`src/rtl/fft_chk_pkg.sv`:
```
// rtl/fft_chk_pkg.sv - shared types and widths for the FFT peak checker
// FFT_CHK_MAG_SQ_EN selects squared magnitude instead of |re|+|im|.
package fft_chk_pkg;

  typedef enum logic [1:0] {
    ACCUM,
    DRAIN,
    EVAL,
    DONE
  } state_t;

`ifdef FFT_CHK_MAG_SQ_EN
  localparam bit MAG_SQ = 1'b1;
`else
  localparam bit MAG_SQ = 1'b0;
`endif

  function automatic int mag_width(input int dw);
    return MAG_SQ ? (2 * dw + 1) : (dw + 1);
  endfunction

  localparam int MAG_W = mag_width(16);

  localparam int              CNT_W   = 8;
  localparam logic [CNT_W-1:0] CNT_MAX = 8'd255;

endpackage

```
`src/rtl/fft_chk_mag.sv`:
```
// rtl/fft_chk_mag.sv - one-stage magnitude component register with index/last sideband
// FFT_CHK_MAG_SQ_EN registers re^2 and im^2; otherwise |re| and |im|.
module fft_chk_mag
  import fft_chk_pkg::*;
#(
  parameter int DW = 16,
  parameter int IW = 9
) (
  input  logic                      clk,
  input  logic                      rst,
  input  logic                      in_valid,
  input  logic [DW-1:0]             re,
  input  logic [DW-1:0]             im,
  input  logic [IW-1:0]             idx,
  input  logic                      in_last,
  output logic                      out_valid,
  output logic [mag_width(DW)-2:0]  a,
  output logic [mag_width(DW)-2:0]  b,
  output logic [IW-1:0]             idx_q,
  output logic                      last_q
);

  localparam int CW = mag_width(DW) - 1;

  logic [CW-1:0] a_nx;
  logic [CW-1:0] b_nx;

`ifdef FFT_CHK_MAG_SQ_EN
  // Sign-extended operands: the low 2*DW product bits are the exact square.
  logic [2*DW-1:0] re_x;
  logic [2*DW-1:0] im_x;
  assign re_x = {{DW{re[DW-1]}}, re};
  assign im_x = {{DW{im[DW-1]}}, im};
  assign a_nx = re_x * re_x;
  assign b_nx = im_x * im_x;
`else
  // Unsigned DW-bit result holds 2^(DW-1) for the most negative input.
  assign a_nx = re[DW-1] ? (~re + 1'b1) : re;
  assign b_nx = im[DW-1] ? (~im + 1'b1) : im;
`endif

  always_ff @(posedge clk or posedge rst) begin
    if (rst) begin
      out_valid <= 1'b0;
      a         <= '0;
      b         <= '0;
      idx_q     <= '0;
      last_q    <= 1'b0;
    end else begin
      out_valid <= in_valid;
      if (in_valid) begin
        a      <= a_nx;
        b      <= b_nx;
        idx_q  <= idx;
        last_q <= in_last;
      end
    end
  end

endmodule

```
`config.mk`:
```
export PLATFORM = sky130hd
export DESIGN_NAME = fft_chk_mag
export DESIGN_NICKNAME = d
export VERILOG_FILES = /design/src/rtl/fft_chk_pkg.sv /design/src/rtl/fft_chk_mag.sv
export SDC_FILE = /design/constraint.sdc
export NUM_CORES = 1
export LEC_CHECK = 0
export CAP_MARGIN = 5
export CORE_ASPECT_RATIO = 1.4
export CORE_UTILIZATION = 47
export CTS_CLUSTER_DIAMETER = 120
export DETAILED_ROUTE_END_ITERATION = 10
export PLACE_DENSITY = 0.86
export SKIP_LAST_GASP = 1
export SYNTH_ARGS = -nofsm -noshare
export SYNTH_HDL_FRONTEND = slang
export SYNTH_SLANG_ARGS = --single-unit
```
`constraint.sdc`:
```
create_clock -name clk -period 2.2 [get_ports clk]
set_clock_uncertainty 0.1 [all_clocks]
set_input_delay 0.44 -clock clk [delete_from_list [all_inputs] [get_ports clk]]
set_output_delay 0.44 -clock clk [all_outputs]
set_load 0.02 [all_outputs]
```
### Yosys cells after proc, flatten, opt, wreduce, memory -nomap -nowiden

Index checks and enable logic that the tools add are counted.

| word-level totals | value |
|---|---|
| flip-flop bits (word level) | 43 |
| input bits | 45 |
| word-level logic and storage cells | 11 |

| operators by class | value |
|---|---|
| $add $sub $neg | 2 |
| muxes and demuxes | 2 |
| bitwise gates (word level) | 2 |

Operators with widths:

| cell | number |
|---|---|
| $add A16 B1 Y16 const B | 2 |
| $mux W16 | 2 |
| $not A16 Y16 | 2 |

### Longest topological paths before layout

| logic depth | value |
|---|---|
| word-level depth | 3 |
| gate-level depth with buffers | 6 |
| gate-level depth less buffers | 6 |

### Worst setup path before layout

OpenSTA, ideal clock, no wires.

| timing path | value |
|---|---|
| kind | input to register |
| start | input port im[0] |
| end | register b[13] |
| library setup time | 0.124 ns |
| data arrival time | 1.737 ns |
| path slack | 0.239 ns |
| stages | 4 |
| path through | or3_1 > or4b_4 > nor3b_1 > a211o_1 |

| between the ends | value |
|---|---|
| cells in the longest elaborated chain, start to end | 3 |

RTL lines:

| element | RTL line | RTL |
|---|---|---|
| from (decl) | fft_chk_mag.sv:13 | `input logic [DW-1:0] im,` |
| $not A16 Y16 | fft_chk_mag.sv:39 | `assign b_nx = im[DW-1] ? (~im + 1'b1) : im;` |
| $add A16 B1 Y16 | fft_chk_mag.sv:39 |  |
| $mux W16 | fft_chk_mag.sv:39 |  |
| to (signal assigned) | fft_chk_mag.sv:53 | `b <= b_nx;` |
| to (decl) | fft_chk_mag.sv:18 | `output logic [mag_width(DW)-2:0] b,` |

No other way between the ends.
A chain may end at the register's enable or synchronous reset.

### Worst setup path after layout

Same ends and word-level chain as after synthesis.

==> impl_metrics.toml <==
[status]
status = "completed"

[timing]
tightest_slew_ns = 0.481
grt_setup_unrepaired = "false"
fin_tns_setup_ns = 0
setup_viol = 0
achievable-frequency_ghz = 0.467
layout_worst_path_cycle_share_pct = 97.3
max-slew-margin-rel_pct = 67.8
final_period_minus_worst_setup_slack_ns = 2.14
final_hold_violating_endpoints = 0
fin_hold_ws_ns = 0.375
drv_slew = 0

[synthesis]
synth-seq-area-share_pct = 48.5
yosysTopAreaCell = "sky130_fd_sc_hd__dfrtp_1"
synth_area_leaders = "sky130_fd_sc_hd__dfrtp_1 (48%), sky130_fd_sc_hd__a21oi_1 (6.1%), sky130_fd_sc_hd__mux2_2 (6.1%)"
synth_warn = 0
synth_enable_flop_cells = 0
synth_compound_area_share_pct = 14.4
synthCells = 226
synth.mux.area_fraction_pct = 6.99
synth-main-ff-cell = "sky130_fd_sc_hd__dfrtp_1"
synth-adder-area-share_pct = 1.13
yosys.area_share.simple_pct = 17.7
synth_xor_area_share_pct = 7.89
synth.avg_cell_area_um2 = 9.83
yosysUniqueCellTypes = 37
synth_top_family_by_area = "simple AND/OR/NAND/NOR gates"
synth.net_count = 273
synth-seq-cells = 43
syn-cell-area_um2 = 2220
asyncSetResetFlopFracSynth_pct = 100
synth_top_area_share_pct = 48.5

[route]
met2RoutedLength_mm = 3.32
met3RoutedLength_um = 322
drc = 0
drtPass1Iterations = 4
via_per_inst = 5.31
top_layer_reached_by_signal_wires = "met4"
route.layer.met1.wl_mm = 2.22
drt-initial-drc-count = 108
via_count = 2187
route.detailed.wl_per_inst_um = 14.6
totalWireLength_mm = 6.01
route.antenna.remaining_nets = 0

[global_routing]
grt_first_pass_wirelength_mm = 9.98
via_count_of_the_first_global_routing_pass = 2305
grt_overflow = 0
grt_max_degree = 44
antenna_found_initial = 0
grt_usage_pct = 26.1

[finish]
drive_gt1_share_pct = 19.4
area_growth_pct = 59.4
finalNetCount = 396
antennaDiodeCount = 0
filler_cell_count = 320
commonest_non_fill_non_tap_cells_in_the_layout = "sky130_fd_sc_hd__clkdlybuf4s50_1 (86), sky130_fd_sc_hd__dfrtp_1 (43), sky130_fd_sc_hd__buf_4 (39)"
layout.cells.most_common = "sky130_fd_sc_hd__clkdlybuf4s50_1"

[clocking]
number_of_clock_buffers_inserted_by_tritoncts = 5
cts_tree = "built"
cts_setup_buffers = 0
ctsHoldBuffers = 0
cts_num_sinks = 43
clockBufferDepth = 2
clockRootBuffer = "sky130_fd_sc_hd__clkbuf_8"
cts_repair_resize_count = 0
clkSlewWorstSetupHoldPaths_ns = 0.09
worstSkewPairLatency_ns = 0.30
cts.htree.levels = 2

[pwr]
switching_share_pct = 29.2
total_power_divided_by_cell_area_nw_per_um2 = 621
vdd_drop_max_uv = 527
share_comb_of_total_power_pct = 29.7
seq_power_share_pct = 42.0
p_leak_nw = 1.50
power.clock.fraction_pct = 28.3
power.net_switching_mw = 0.641
intPower_mw = 1.56

[worst_setup_path]
critical_path_required_ns = 2.28
timing.setup.critical_path_class = "input pin to flip-flop"
worstPathArrival_ns = 2.23
worst-path-max-fanout = 3
timing.critical_path.to_type = "flip-flop"
setup.worst_path.start_class = "input pin"

[place]
sum_of_net_half_perimeters_after_detailed_placement_mm = 4.57
io_buffers = 87
gp_congestion = 0.818

[die]
chipWidth_um = 60.1
fp-row-count = 29
start_util_pct = 49.0
die_h_um = 83.3
core_um2 = 4540
die_area_um2 = 5010
boundaryPins = 88

[job]
drv.max_cap_violation_count = 0

[worst_hold_path]
hp-class = "input pin to asynchronous set/reset pin"
==> cells in the mapped netlist (all sizes together), types with 3 or more instances <==
cell    instances
o41ai           3
a21oi          27
or3             8
xnor2           6
xor2           14
a31oi           3
nand2          13
nor2           34
mux2           12
buf             5
inv             7
clkbuf          6
o31ai           9
or4             5
dfrtp          43
o21ai           3
nor4            4
==> logic make-up after synthesis <==
logic type	count (synthesis)
AO/OA/AOI/OAI	52
flip-flops	43
XOR/XNOR	20
multiplexers	14
adder cells (fa/ha/maj)	2
buffers and inverters	18
AND/OR/NAND/NOR	77
==> worst max-delay path: stages <==
cell and delay (ns):
sky130_fd_sc_hd__clkdlybuf4s50_1 0.45, sky130_fd_sc_hd__or3_1 0.40, sky130_fd_sc_hd__or4b_4 0.54, sky130_fd_sc_hd__nor3b_1 0.17, sky130_fd_sc_hd__a211o_1 0.22
==> power groups by stage <==
stage	Clock (mW)	Sequential (mW)	Combinational (mW)
2_1_floorplan	0	1.04	0.178
3_3_place_gp	0	0.933	0.638
3_5_place_dp	0	0.938	0.652
4_1_cts	0.637	0.924	0.658
5_1_grt	0.669	0.933	0.701
6_report	0.622	0.923	0.653
==> final timing paths <==
kind / start / end / slack, ns / cells past startpoint
setup / recovery: im[0] / b[13] / 0.06 / 5
hold / removal: rst / a[6] / 0.38 / 3
setup reg to reg: b[12] / b[12] / 1.22 / 3
hold reg to reg: a[15] / a[15] / 0.40 / 1
max in group asynchronous: rst / b[13] / 1.42 / 3
min in group clk: a[15] / a[15] / 0.40 / 1
==> per-layer routing <==
metal | vias up | GRT usage (%)
met5 | - | 0
met3 | 14 | 6.85
li1 | 1044 | -
met2 | 75 | 45.8
met1 | 1054 | 28.6
met4 | 0 | 10.6
==> state kept, by name, indices dropped and copies added (netlist names) <==
name	cells
a	16
b	16
idx_q	9
last_q	1
out_valid	1
==> cell type report <==
class | instances | area, µm² | area share [%]
Clock buffer | 5 | 68.8 | 1.94
Multi-Input combinational cell | 165 | 1070 | 30.2
Sequential cell | 43 | 1080 | 30.4
Inverter | 7 | 26.3 | 0.742
Timing Repair Buffer | 127 | 1180 | 33.3
Tap cell | 62 | 77.6 | 2.19
Clock inverter | 3 | 43.8 | 1.24
==> stage by stage <==
step	total power [mW]	setup WS (ns)	instance area [µm²]	utilization [%]	cells
floorplan	1.22	0.239	2220	-	226
global placement	1.57	-0.189	3430	75.6	404
detailed placement	1.59	-0.238	3430	75.6	404
CTS	2.22	0.0850	3540	78.0	412
global route	2.30	0.00576	3540	78.0	412
finish	2.20	0.0595	3540	78.0	412
No activity file was read; power rests on OpenSTA's default activity.
